## config.mk

```make
export PLATFORM = sky130hd
export DESIGN_NAME = signal_edge_logger
export DESIGN_NICKNAME = d
export VERILOG_FILES = /design/src/rtl/signal_edge_logger.sv
export SDC_FILE = /design/constraint.sdc
export NUM_CORES = 1
export LEC_CHECK = 0
export ABC_AREA = 1
export CORE_ASPECT_RATIO = 1.25
export CORE_MARGIN = 8
export CORE_UTILIZATION = 55
export DETAILED_ROUTE_END_ITERATION = 7
export PLACE_DENSITY = 0.83
export SLEW_MARGIN = 20
export SYNTH_ARGS = -nofsm -noshare
export SYNTH_HDL_FRONTEND = slang
export SYNTH_SLANG_ARGS = --single-unit
```

## constraint.sdc

```tcl
create_clock -name clk -period 2.6 [get_ports clk]
set_input_delay 0.78 -clock clk [delete_from_list [all_inputs] [get_ports clk]]
set_output_delay 0.78 -clock clk [all_outputs]
set_load 0.02 [all_outputs]
```

## src/rtl/signal_edge_logger.sv

```systemverilog
// signal_edge_logger
//   Watches a single synchronous signal and logs every transition as
//   {new_level, timestamp} into a small FIFO that a host drains through a
//   valid/ready port.
//
// Ports
//   clk        : clock, all logic on posedge
//   rst_n      : asynchronous active-low reset
//   en         : log detected edges when high
//   sig_in     : monitored signal (already synchronous to clk)
//   evt_valid  : FIFO non-empty, head event presented on evt_data
//   evt_ready  : host accepts the head when evt_valid && evt_ready
//   evt_data   : {level, timestamp} of the head event
//   evt_count  : number of stored events (0..DEPTH)
//   overflow   : sticky, an edge was dropped because the FIFO was full
//   clr_ovf    : single-cycle pulse clearing overflow
module signal_edge_logger #(
  parameter int TS_W  = 16,
  parameter int DEPTH = 8
) (
  input  logic                     clk,
  input  logic                     rst_n,
  input  logic                     en,
  input  logic                     sig_in,
  output logic                     evt_valid,
  input  logic                     evt_ready,
  output logic [TS_W:0]            evt_data,
  output logic [$clog2(DEPTH):0]   evt_count,
  output logic                     overflow,
  input  logic                     clr_ovf
);

  localparam int AW = $clog2(DEPTH);
  localparam int CW = AW + 1;

  logic            sig_q;
  logic [TS_W-1:0] ts_q;
  logic [AW-1:0]   wr_q, rd_q, rd_d;
  logic [CW-1:0]   cnt_q, cnt_d;
  logic            ovf_q, ovf_d;
  logic [TS_W:0]   head_q, head_d;
  logic [TS_W:0]   mem_q [DEPTH];

  logic            want, full, push, pop;
  logic [TS_W:0]   push_data;

  always_comb begin
    want      = (sig_in != sig_q) && en;
    full      = (cnt_q == CW'(DEPTH));
    pop       = (cnt_q != '0) && evt_ready;
    push      = want && (!full || pop);
    push_data = {sig_in, ts_q};
    rd_d      = rd_q + AW'(pop);

    cnt_d = cnt_q;
    if (push && !pop)      cnt_d = cnt_q + CW'(1);
    else if (pop && !push) cnt_d = cnt_q - CW'(1);

    // A drop sets the flag even when clr_ovf arrives in the same cycle.
    ovf_d = ovf_q;
    if (clr_ovf)                 ovf_d = 1'b0;
    if (want && full && !pop)    ovf_d = 1'b1;

    // The head register tracks mem[rd_d]; when the slot becoming head is the
    // one being written this cycle (empty FIFO, or a single entry popped
    // while pushing), the incoming event is forwarded instead.
    if (push && (wr_q == rd_d)) head_d = push_data;
    else                        head_d = mem_q[rd_d];
  end

  always_ff @(posedge clk) begin
    if (push) mem_q[wr_q] <= push_data;
  end

  always_ff @(posedge clk or negedge rst_n) begin
    if (!rst_n) begin
      sig_q  <= 1'b0;
      ts_q   <= '0;
      wr_q   <= '0;
      rd_q   <= '0;
      cnt_q  <= '0;
      ovf_q  <= 1'b0;
      head_q <= '0;
    end else begin
      sig_q  <= sig_in;
      ts_q   <= ts_q + TS_W'(1);
      if (push) wr_q <= wr_q + AW'(1);
      rd_q   <= rd_d;
      cnt_q  <= cnt_d;
      ovf_q  <= ovf_d;
      head_q <= head_d;
    end
  end

  assign evt_valid = (cnt_q != '0);
  assign evt_data  = head_q;
  assign evt_count = cnt_q;
  assign overflow  = ovf_q;

endmodule

```

== Yosys cells after proc, flatten, opt, wreduce, memory -nomap -nowiden ==
Memory sizes are Yosys's and may differ from the RTL's. A register that Yosys moved wholly into a read port is not among the register bits.
Index checks and enable logic that the tools add are counted.

* Div/mod/pow operators: 0
* Multiplexer cells: 6
* Reductions and logical operators: 15
* Equal/unequal tests: 2
* $add $sub $neg: 5
* Shift-type cells: 0
* Magnitude comparators: 0
* Bitwise gates (word level): 0
* Multipliers: 0

{| class="wikitable"
|+ Operator list
! cell !! number
|-
| $add 16x1->16 const B || 1
|-
| $mux 4 || 2
|-
| $logic_and 1x1->1 || 7
|-
| $add 4x1->4 const B || 1
|-
| $eq 4x4->1 const B || 1
|-
| $logic_not 1->1 || 4
|-
| $mux 1 || 4
|-
| $reduce_bool 2->1 || 2
|-
| $reduce_bool 4->1 || 1
|-
| $sub 4x1->4 const B || 1
|-
| $add 3x1->3 || 1
|-
| $add 3x1->3 const B || 1
|-
| $logic_or 1x1->1 || 1
|-
| $ne 1x1->1 || 1
|}

* Logic and storage cells: 35
* Latch bits: 0
* Output and inout port bits: 23
* RAM bits: 136
* Memories kept: 1
* Register bits: 28
* Bits in read-only memories: 0

{| class="wikitable"
|+ Memory list
! memory !! depth !! bits a word !! rd ports !! clocked after Yosys merged registers in !! write ports !! line !! RTL
|-
| mem_q || 8 || 17 || 1 || 1 || 1 || 42 || <nowiki>logic [TS_W:0] mem_q [DEPTH];</nowiki>
|}

== Depth between registers and ports, before layout ==
* Word-level depth: 8
* Depth in mapped cells: 17

== Least setup slack after synthesis ==
No wires, ideal clock.

* Path kind: flip-flop to flip-flop
* Start: register cnt_q[0] (netlist: evt_count[0])
* End: register head_q[6] (netlist: evt_data[6]) (read register of mem_q)
* Period minus slack after synthesis: 2.541 ns
* Slack: 0.059 ns
* Data arrival time: 2.424 ns
* Stages on the path, launching flop included: 17
* Setup time: 0.117 ns
* Cells stage by stage: dfrtp_1 > nor2_1 > nand2_1 > or2_2 > nand2_1 > inv_1 > ha_1 > ha_1 > buf_4 > inv_2 > nand2_2 > nand2_2 > nor2_8 > nand3_4 > buf_6 > nand2_1 > nand2_1

* Word-level cells in the longest chain between the ends: 3

{| class="wikitable"
|+ Ends and longest elaborated chain
! element !! line !! RTL
|-
| start: declaration || 39 || <nowiki>logic [CW-1:0] cnt_q, cnt_d;</nowiki>
|-
| start signal: assignment || 89 || <nowiki>cnt_q <= cnt_d;</nowiki>
|-
| $reduce_bool 4->1 || -- ||
|-
| via evt_valid || 25 || <nowiki>output logic evt_valid,</nowiki>
|-
| $logic_and 1x1->1 || 50 || <nowiki>pop = (cnt_q != '0) && evt_ready;</nowiki>
|-
| $add 3x1->3 || 53 || <nowiki>rd_d = rd_q + AW'(pop);</nowiki>
|-
| via rd_d[1] || 38 || <nowiki>logic [AW-1:0] wr_q, rd_q, rd_d;</nowiki>
|-
| end: declaration || 41 || <nowiki>logic [TS_W:0] head_q, head_d;</nowiki>
|}

The timed path passes the listed nets, and every way through them passes these cells.
A chain may end at the register's enable or synchronous reset.

== Final worst setup path ==
* Start: register cnt_q[0] (netlist: evt_count[0])
* End: register head_q[5] (netlist: evt_data[5]) (read register of mem_q)

* Word-level cells in the longest chain between the ends: 3

{| class="wikitable"
|+ Ends and longest elaborated chain
! element !! line
|-
| $reduce_bool 4->1 || 50
|-
| $logic_and 1x1->1 || 50
|-
| $add 3x1->3 || 53
|-
| via rd_d[1] || 38
|}

The timed path passes the listed nets, and every way through them passes these cells.

==> results by group <==
Timing
  – Clock Skew: 9.74 ps
  – Hold Vio Cnt, Final: 0
  – Max-slew violations: 0
  – Max Fclk: ~400 MHz
  – Worst slew margin: 0.485
  – RSZ-0062 raised after global routing: false
  – Slew @ Worst Pin: about 770 ps
  – Final-report setup violation count: 0
  – Setup TNS: 0 ps
  – Tcrit/Tclk final: 0.960
  – Min Tclk post-route: roughly 2500 ps

Yosys
  – YS warnings: 0
  – Synth Area in XOR/XNOR: 0.0162
  – Cell taking the most area after synthesis: edfxtp_1
  – Number of flops mapped to enable cells by yosys: around 140
  – Synthesized instance count: 832
  – Mapped Avg Cell Area: ~10 um^2
  – Synth Area in Adders: 0.0133
  – Top cells by area, synth: edfxtp_1 (50%), nand2_1 (14%), dfrtp_1 (14%)
  – Synthesized area: about 8100 um^2
  – Syn nets: 846
  – Simple-gate area share of the yosys netlist: 0.228
  – Synth unique cells: 30
  – Register area share after synthesis: 0.644
  – Synth async-reset ratio: 0.249
  – Compound-Gate Fraction of Synth Area: 0.00325
  – Mux share of post-synthesis cell area: 0
  – Synth top area share: 0.504
  – Main combinational cell family by area after synthesis: simple AND/OR/NAND/NOR gates
  – Synth Register Bits: about 180
  – Post-synth top flop: edfxtp_1

Cells and area
  – Area Overhead vs Synth: 16.5%
  – Share of layout cells above drive strength 1: 0.110
  – Commonest non-fill, non-tap cell in the layout: nand2_1
  – Finished Core Util: 0.654
  – Fillers: 1021
  – Number of diodes: 0
  – Non-Filler Instances: between 1000 and 1500
  – Fin nets: slightly above 900
  – Commonest non-fill, non-tap cells in the layout: nand2_1 (308), inv_1 (159), edfxtp_1 (136), nand3_1 (73), dfrtp_1 (45)

Route
  – DRC Markers: 0
  – Initial DRC count: approximately 750
  – Pre-antenna DRT Iters: 7
  – DR WL/cell: around 16 um
  – Vias per std cell: ~5.2
  – Routed via count: around 5700
  – Wirelength, routed: about 18000 um
  – Antenna Violating Nets Remaining: 0

Clocking
  – # H-tree levels: 4
  – CTS root buf: clkbuf_16
  – CTS tree: yes
  – CTS max path bufs: 2
  – Clock Pin Slew Worst Setup and Hold Paths: roughly 60 ps
  – Post-CTS setup buffer count: 0
  – CTS buffer count: 17
  – Clock latency on the worst-skew pair: ~430 ps
  – CTS Hold Bufs: 0
  – Sink Count: 181

Critical path
  – Most frequent CP cell: nand2_1
  – Worst Setup Start Kind: flop
  – Critical path capture point type: flop
  – Worst path buffer plus inverter count: 3
  – Largest delay share family, worst path: simple AND/OR/NAND/NOR gates
  – Critical Path, Cell by Cell: nor2_1, nand2_1, or2_2, nand2_1, inv_1, ha_2, ha_1, inv_2, nand2_2, nand2_2, nor2_8, buf_4, nand4_1, nand2_1
  – Crit-path max cell delay: between 300 and 400 ps
  – Worst EP required: slightly below 3000 ps
  – Critical Setup Path Class: reg2reg
  – CP max-delay cell: dfrtp_1
  – Arr. time, crit path: 2850 ps
  – CP max FO: 17

Floorplan
  – Initial Util: 0.562
  – Placeable Area: 14400 um^2
  – Die span in y: 152 um
  – # rows: 49
  – Die Wd: around 120 um
  – Die area: 18900 um^2
  – Io pins: 29

GRT
  – Pin count of the biggest net entering global routing: 37
  – Initial antenna violation count: 0
  – M2 GR Usage: 0.345
  – Tot GR Track Use: 0.193
  – First-pass GRT wire length: between 20000 and 30000 um
  – Remaining Overflow, GRT: 0
  – Met1 usage: 0.207
  – Met3 global-route usage: 0.0397
  – Gr busiest metal: met2
  – Vias in the first global route: approximately 5600

Placement
  – HPWL after detailed placement: 10900 um
  – Dpl cells: between 1000 and 1500
  – RePlAce Congestion: approximately 0.85
  – # port buffers: 28

Worst hold path
  – Worst hold path type: in2async

Power
  – Pwr/cell area: about 1200 nW/um^2
  – Overall Power: between 10 and 15 mW
  – Leak pwr: between 4 and 5 nW
  – Worst vdd ir: 723 uV

Status
  – Status: finished, final reports clean

Flow run
  – Max Cap Viol: 0
kinds of logic (layout without fill, tap and decap cells):
group / after synthesis / count (layout)
buffers and inverters: 192 / 268
DFF: 181 / 181
and+or+nand+nor: 431 / 431
AOI/OAI and AO/OA: 5 / 5
xor gates and xnor gates: 15 / 15
adders and majority gates: 8 / 8
per-stage QoR:
step                      instance area [um^2]  hold WS, ps  worst slack [ps]
after floorplan                           8100          478              58.9
after global placement                    8870          523              -188
after detailed placement                  8870          526              -231
after CTS                                 9430          444               133
after global routing                      9430          499              38.4
final                                     9430          422               103
area by class of cell:
type | count | area [um^2] | share of cell area
Clock inverter | 11 | 104 | 0.0110
Clock buffer | 21 | 450 | 0.0478
Sequential cell | 181 | 5210 | 0.553
Multi-Input combinational cell | 459 | 2130 | 0.226
Tap cell | 178 | 223 | 0.0236
Inverter | 163 | 612 | 0.0649
Timing Repair Buffer | 73 | 699 | 0.0742
cell usage after synthesis, types with 2 or more instances:
cell      instances
nand2_2           5
nand2_1         308
buf_1             2
ha_1              7
buf_6             3
edfxtp_1        136
xnor2_1           8
inv_2             3
clkbuf_1          6
or2_2             2
xor2_1            7
dfrtp_1          45
nor2_1           16
nand4_1          19
nand3_1          73
buf_4             5
buf_2            13
inv_1           159
o21ai_0           4
final timing paths:
kind / start / to / slack [ps] / depth (start not counted)
max: evt_count[0] / evt_data[5] / 100 / 14
min: rst_n / sig_q / 420 / 1
max reg2reg: evt_count[0] / evt_data[5] / 100 / 14
min reg2reg: overflow / overflow / 530 / 2
max in group asynchronous: rst_n / evt_data[12] / 1530 / 2
min in group clk: overflow / overflow / 530 / 2
state kept, by name (all words and copies together), names as in the netlist:
register,flops
evt_data,17
overflow,1
wr_q,3
evt_count,4
sig_q,1
rd_q,3
mem_q,136
ts_q,16
where the power goes:
part	total (mW)	switching (mW)	internal, mW	leakage, nW
Combinational	5.03	3.19	1.85	2.43
Sequential	3.67	0.173	3.50	1.77
Clock	2.40	1.05	1.35	0.258
Total	11.1	4.41	6.69	4.45
what timing repair did:
action,CTS,global route
hold endpoints to repair,0,0
gates resized for setup,1,0
setup endpoints to repair,1,0
per-layer routing:
layer	part of all wire	up-vias	wire length [um]
met5	0	-	0
li1	-	2722	-
met2	0.53	247	9260
met4	0.044	0	778
met3	0.062	66	1100
met1	0.37	2658	6490
Power figures use the tool's default switching activity.
